## config.mk

```make
export PLATFORM = sky130hd
export DESIGN_NAME = pc_fetch_unit
export DESIGN_NICKNAME = d
export VERILOG_FILES = /design/src/rtl/cpu_pkg.sv /design/src/rtl/pc_fetch_unit_next_pc_calc.sv /design/src/rtl/pc_fetch_unit.sv
export SDC_FILE = /design/constraint.sdc
export NUM_CORES = 1
export LEC_CHECK = 0
export ABC_AREA = 0
export BUFFER_PORTS_ARGS = -buffer_cell sky130_fd_sc_hd__buf_2
export CAP_MARGIN = 30
export CORE_MARGIN = 5
export CORE_UTILIZATION = 30
export DETAILED_ROUTE_END_ITERATION = 12
export GPL_ROUTABILITY_DRIVEN = 0
export SLEW_MARGIN = 20
export SYNTH_ARGS = -nofsm -noshare
export SYNTH_HDL_FRONTEND = slang
export SYNTH_SLANG_ARGS = --single-unit
```

## constraint.sdc

```tcl
create_clock -name clk -period 5.7 [get_ports clk]
set_input_delay 0 -clock clk [delete_from_list [all_inputs] [get_ports clk]]
set_output_delay 0 -clock clk [all_outputs]
set_load 0.02 [all_outputs]
```

## src/rtl/cpu_pkg.sv

```systemverilog
// cpu_pkg: pc_control codes shared with the decoder and fetch FSM state encodings.
package cpu_pkg;
  localparam logic [2:0] PC_SEQ    = 3'b000;
  localparam logic [2:0] PC_JUMP   = 3'b001;
  localparam logic [2:0] PC_JR     = 3'b010;
  localparam logic [2:0] PC_BRANCH = 3'b011;
  typedef enum logic {FETCH = 1'b0, EXEC = 1'b1} fetch_state_e;
endpackage

```

## src/rtl/pc_fetch_unit_next_pc_calc.sv

```systemverilog
// next_pc_calc: combinational next-PC selection for sequential, J/JAL, JR and taken branch.
module next_pc_calc
  import cpu_pkg::*;
(
  input  logic [31:0] pc_plus4_i,
  input  logic [31:0] instr_i,
  input  logic [31:0] jr_target_i,
  input  logic [2:0]  pc_control_i,
  output logic [31:0] next_pc_o,
  output logic        misalign_o
);
  logic unused_opcode;
  assign unused_opcode = ^instr_i[31:26];
  always_comb begin
    next_pc_o  = pc_control_i == PC_JUMP   ? {pc_plus4_i[31:28], instr_i[25:0], 2'b00} :
                 pc_control_i == PC_JR     ? {jr_target_i[31:2], 2'b00} :
                 pc_control_i == PC_BRANCH ? pc_plus4_i + {{14{instr_i[15]}}, instr_i[15:0], 2'b00} :
                                             pc_plus4_i;
    misalign_o = pc_control_i == PC_JR && |jr_target_i[1:0];
  end
endmodule

```

## src/rtl/pc_fetch_unit.sv

```systemverilog
// pc_fetch_unit: holds the PC, fetches one word per instruction and steps the PC on exec_done.
module pc_fetch_unit
  import cpu_pkg::*;
#(
  parameter logic [31:0] RESET_PC = 32'h0000_0000
) (
  input  logic        clk,
  input  logic        rst_n,
  output logic        imem_req_o,
  output logic [31:0] imem_addr_o,
  input  logic [31:0] imem_rdata_i,
  input  logic        imem_ready_i,
  output logic [31:0] instr_o,
  output logic        instr_valid_o,
  output logic [31:0] pc_o,
  output logic [31:0] pc_plus4_o,
  input  logic        exec_done_i,
  input  logic [2:0]  pc_control_i,
  input  logic [31:0] jr_target_i,
  output logic        addr_err_o
);
  fetch_state_e state_q, state_d;
  logic [31:0] pc_q, pc_d, instr_q, instr_d, next_pc;
  logic en_q, addr_err_q, addr_err_d, misalign, fire_fetch, fire_exec;
  // en_q keeps req low through reset and for the first clock after release
  assign imem_req_o    = en_q && state_q == FETCH;
  assign imem_addr_o   = pc_q;
  assign instr_o       = instr_q;
  assign instr_valid_o = state_q == EXEC;
  assign pc_o          = pc_q;
  assign pc_plus4_o    = pc_q + 32'd4;
  assign addr_err_o    = addr_err_q;
  next_pc_calc u_next_pc (
    .pc_plus4_i  (pc_plus4_o),
    .instr_i     (instr_q),
    .jr_target_i (jr_target_i),
    .pc_control_i(pc_control_i),
    .next_pc_o   (next_pc),
    .misalign_o  (misalign)
  );
  always_comb begin
    fire_fetch = imem_req_o && imem_ready_i;
    fire_exec  = state_q == EXEC && exec_done_i;
    state_d    = fire_fetch ? EXEC : fire_exec ? FETCH : state_q;
    instr_d    = fire_fetch ? imem_rdata_i : instr_q;
    pc_d       = fire_exec ? next_pc : pc_q;
    addr_err_d = fire_exec && misalign;
  end
  always_ff @(posedge clk or negedge rst_n) begin
    if (!rst_n) begin
      state_q    <= FETCH;
      pc_q       <= RESET_PC;
      instr_q    <= '0;
      en_q       <= 1'b0;
      addr_err_q <= 1'b0;
    end else begin
      state_q    <= state_d;
      pc_q       <= pc_d;
      instr_q    <= instr_d;
      en_q       <= 1'b1;
      addr_err_q <= addr_err_d;
    end
  end
endmodule

```

* Word level (Yosys, flattened, before mapping)
Cells that the tools add are included.
** Operators by class
- $add $sub $neg :: 2
- Bitwise gates (word level) :: 1
- Reduce and logical (&&, ||, !) cells :: 7
- Muxes and demuxes :: 5
- Equal/unequal tests :: 3
** Operators with widths (number)
- $mux 32 :: 3
- $add 32x3->32 const B :: 1
- $add 32x32->32 :: 1
- $eq 3x2->1 const B :: 2
- $logic_and 1x1->1 :: 5
- $eq 3x1->1 const B :: 1
- $mux 1 :: 2
- $reduce_bool 2->1 :: 1
- $reduce_or 2->1 :: 1
- $not 1->1 :: 1
** Storage, ports and cells
- Register bits after elaboration :: 67

* Longest topological paths before layout
- Word-level depth :: 5
- Mapped depth :: 15
- Mapped depth without buffers :: 14

* Modules after synthesis
Synthesis repeated with hierarchy kept, for this count alone.
** Unflattened totals
- Cell total of the unflattened synthesis :: 614
- Area, all modules :: 5624.1 um2
** Modules (own cells, without submodules)
- pc_fetch_unit :: area an instance 3276.9 um2, instances 1, cells each 257
- next_pc_calc :: area an instance 2347.3 um2, instances 1, cells each 357

* Worst setup path before layout
No wires, ideal clock.
- Path type :: flip-flop to flip-flop
- From :: reg pc_q[2] (netlist: imem_addr_o[2])
- To :: reg pc_q[31] (netlist: imem_addr_o[31])
- Required time :: 5580 ps
- Setup slack :: 1867 ps
- Setup time :: 120 ps
- Cell stages (with the launch flop) :: 16
- Data arrival time :: 3713 ps
- Path buffers :: 1
- Cell sequence :: dfrtp_1 ha_1 nand2_1 nor4_4 nand2_1 xnor2_1 ha_1 clkbuf_1 a21o_1 a31oi_1 a2bb2oi_1 nand3_1 a21oi_1 o21ai_0 o21bai_1 and3_1
** Between the ends
- Word-level cells in the longest chain between the ends :: 5
** Ends and longest elaborated chain
- start, declared :: RTL line pc_fetch_unit.sv:23 : logic [31:0] pc_q, pc_d, instr_q, instr_d, next_pc;
- start signal, assigned :: RTL line pc_fetch_unit.sv:58 : pc_q <= pc_d;
- $add 32x3->32 :: RTL line pc_fetch_unit.sv:31 : assign pc_plus4_o = pc_q + 32'd4;
- named net pc_plus4_o[16] :: RTL line pc_fetch_unit.sv:16 : output logic [31:0] pc_plus4_o,
- $add 32x32->32 :: RTL line pc_fetch_unit_next_pc_calc.sv:17 : pc_control_i == PC_BRANCH ? pc_plus4_i + {{14{instr_i[15]}}, instr_i[15:0], 2'b00} :
- $mux 32 :: RTL line pc_fetch_unit_next_pc_calc.sv:17
- $mux 32 :: RTL line pc_fetch_unit_next_pc_calc.sv:16 : pc_control_i == PC_JR ? {jr_target_i[31:2], 2'b00} :
- $mux 32 :: RTL line pc_fetch_unit_next_pc_calc.sv:15 : next_pc_o = pc_control_i == PC_JUMP ? {pc_plus4_i[31:28], instr_i[25:0], 2'b00} :
The timed path passes the listed nets, and every way through them passes these cells.
A chain may end at the register's enable or synchronous reset.

* Worst setup path after layout
- From :: reg pc_q[2] (netlist: imem_addr_o[2])
- To :: reg pc_q[31] (netlist: imem_addr_o[31])
** Between the ends
- Word-level cells in the longest chain between the ends :: 5
** Ends and longest elaborated chain (RTL line)
- $add 32x3->32 (*) :: pc_fetch_unit.sv:31
- $add 32x32->32 :: pc_fetch_unit_next_pc_calc.sv:17
- $mux 32 :: pc_fetch_unit_next_pc_calc.sv:17
- $mux 32 :: pc_fetch_unit_next_pc_calc.sv:16
- $mux 32 (*) :: pc_fetch_unit_next_pc_calc.sv:15
Mark *: on every way between the ends. The rest lies on a longest branch, timed or not.

==> flow_summary_export.csv <==
group,metric,value,unit
run_status,run_status,"finished clean",
clocking,post_cts_buffers,0,
worst_setup_path,cp_max_fo,8,
route,drt-pass1-iter-count,7,
route,dr.first_iter.drc_count,483,
worst_setup_path,r2r-end,"imem_addr_o[31]",
worst_setup_path,worstPathArrival,4.25,ns
yosys,synth_fa_ha_area_share,8.291,%
sta,max_slew_margin,44.21,%
yosys,synthSimpleGateAreaFrac,17.22,%
sta,post-route-period-util,70.40,%
clocking,clk_pin_slew,0.06,ns
pwr,leakage,3.545,nW
sta,finalSetupTns,0,ns
worst_setup_path,r2r_slack,1.69,ns
floorplan,start_util,30.44,%
worst_setup_path,required,5.94,ns
yosys,yosysWarnings,0,
min_path,hold_path.class,"primary input to register",
yosys,synth_top_family_by_area,"compound AO/OA/AOI/OAI gates",
yosys,synthMuxAreaShare,8.512,%
global_routing,overflow,0,
sta,hold_viol,0,
sta,fmax,0.2492,GHz
clocking,clock-root-buffer,"clkbuf_16",
floorplan,fp.dieH,147.5,um
clocking,ctsResizeCount,0,
sta,setup-violations-final,0,
placed_design,portBuffers,195,
clocking,clockBufferDepth,2,
clocking,cts_sinks,65,
min_path,hp-start,"jr_target_i[22]",
yosys,synth_edf_count,0,
yosys,seq_area_frac_synth,28.67,%
route,via_per_inst,5.258,
worst_setup_path,critPathLaunchType,"register",
yosys,synth-compound-area-share,20.97,%
clocking,clk_latency,0.35,ns
sta,holdWs,0.02587,ns
layout,antenna_cells,0,
layout,nets,953,
clocking,ctsHtreeMaxLevel,3,
min_path,holdPathStages,3,
worst_setup_path,r2r-start,"imem_addr_o[2]",
pwr,peakVddDrop,0.2271,mV
worst_setup_path,crit_type,"register to register",
min_path,hold_end,"imem_addr_o[22]",
sta,finalClockSkew,0.01135,ns
sta,rsz0062_at_grt,"no",
pwr,power,3.792,mW
clocking,cts_made_buffers,9,
run,cap_violations,0,
global_routing,antenna_found_initial,0,
global_routing,grt_pass1_vias,5706,
clocking,cts_tree,"yes",
yosys,synthXorXnorAreaFrac,8.467,%
floorplan,coreArea,18640,um2
pwr,p_per_area,518.7,nW/um2
route,wl,20.25,mm
yosys,synth.avg_cell_area,8.716,um2
yosys,synth_seq_cells,65,
route,drtAntennaViolNets,0,
floorplan,top_level_ports,202,
yosys,synth.cell_area,5674,um2
floorplan,num_rows,50,
yosys,synth_cell_types,58,
floorplan,dieArea,21770,um2
sta,worst_pin_slew,0.8338,ns
yosys,synth_top_area_share,28.67,%
yosys,async_flop_share,100.0,%
worst_setup_path,setup.worst_path.end_class,"register",
sta,final_max_slew_viol_count,0,
route,drc,0,
layout,layout-drive-gt1-share,32.11,%
floorplan,die_width,147.5,um
yosys,ys_top_cells_by_area,"dfrtp_1, ha_1, mux2_2",
global_routing,grt_usage,18.50,%
route,wire_per_inst,18.74,um
layout,syn_to_final_growth,28.84,%
layout,final_cell_mix,"buf_2, dfrtp_1, nand2_1",
yosys,synthFlopType,"dfrtp_1",
yosys,synthCells,651,
worst_setup_path,reg2reg_depth,14,
placed_design,dpl.hpwl,15.00,mm
route,vias,5684,
global_routing,grt_pass1_wl,31.79,mm
yosys,yosysTopAreaCell,"dfrtp_1",
layout,final_common_cell,"buf_2",
sta,min_period,4.013,ns
global_routing,grt_max_degree,66,
flip-flops by register name, indices dropped and copies added (netlist names):
signal / count
instr_o: 32
imem_addr_o: 30
addr_err_o: 1
en_q: 1
instr_valid_o: 1
per-stage QoR:
stage	utilization, %	instances	setup WS (ns)	area (um2)
detailed placement	35.58	1028	1.716	6633
floorplan	-	656	1.867	5693
finish	39.21	1081	1.687	7311
CTS	39.07	1079	1.694	7283
global route	39.21	1081	1.346	7311
global placement	35.58	1028	1.699	6633
area by class of cell:
class	count	area, um2
flip-flops and latches	65	1627
multi-input cells	514	3632
fillers	1913	11330
inverters	12	45.04
well taps	234	292.8
repair buffers	243	1444
clock buffers	13	270.3
power by group:
group | internal (mW) | switching (mW)
Sequential | 0.598 | 0.240
Combinational | 0.946 | 1.48
Clock | 0.323 | 0.206
Total | 1.87 | 1.92
synthesized netlist by cell type, drive strengths merged (4+ instances only):
cell type / instances
and2: 4
xor2: 17
nor4: 4
xnor2: 34
a22oi: 5
nand2: 56
and4: 4
o21a: 4
a211o: 4
o21ai: 45
inv: 12
buf: 43
o22ai: 8
o221ai: 7
mux2: 34
o31ai: 5
dfrtp: 65
a31oi: 8
a21oi: 51
a21o: 15
and3: 14
nand4: 13
nor2b: 8
a211oi: 12
o211ai: 7
nand2b: 4
ha: 36
nor3: 7
nand3: 21
mux2i: 10
nor2: 48
o21bai: 7
clkbuf: 22
cells by family (layout without fill, tap and decap cells):
group,Yosys count,count (layout)
AOI/OAI and AO/OA,188,188
xor gates and xnor gates,51,51
adders and majority gates,37,37
buffers and inverters,77,268
DFF,65,65
muxes,44,44
other,2,7
and+or+nand+nor,187,187
worst max path at each step:
stage                        start               to  slack, ns  depth (start not counted)
floorplan           imem_addr_o[2]  imem_addr_o[31]       1.87                         15
finish              imem_addr_o[2]  imem_addr_o[31]       1.69                         14
detailed placement  imem_addr_o[2]  imem_addr_o[31]       1.72                         14
global placement    imem_addr_o[5]  imem_addr_o[26]       1.70                         13
CTS                 imem_addr_o[5]  imem_addr_o[26]       1.69                         13
global route        imem_addr_o[2]  imem_addr_o[31]       1.35                         14
worst max-delay path, stage by stage (launching register included):
cell,delay [ns]
dfrtp_1,0.47
ha_1,0.25
nand2_1,0.18
nor4_4,0.54
nand2_1,0.13
xnor2_1,0.26
ha_1,0.37
a21o_1,0.22
a31oi_1,0.21
a2bb2oi_1,0.29
nand3_1,0.21
a21oi_1,0.24
o21ai_0,0.18
o21bai_1,0.18
and3_1,0.17
layer usage:
metal  GRT usage (%)  vias up  part of all wire [%]  routed length [um]
met4           6.897        0                   2.4                 478
met1           24.37     2688                    43                8788
met2           29.55      247                    47                9443
met5               0        -                     0                   0
met3           4.353       25                   7.6                1543
li1                -     2724                     -                   -
timing repair:
| action | CTS | global route |
|---|---|---|
| endpoints found under the hold margin | 101 | 0 |
| hold buffers | 38 | 0 |
| endpoints found under the setup margin | 0 | 0 |
Power figures use the tool's default switching activity.
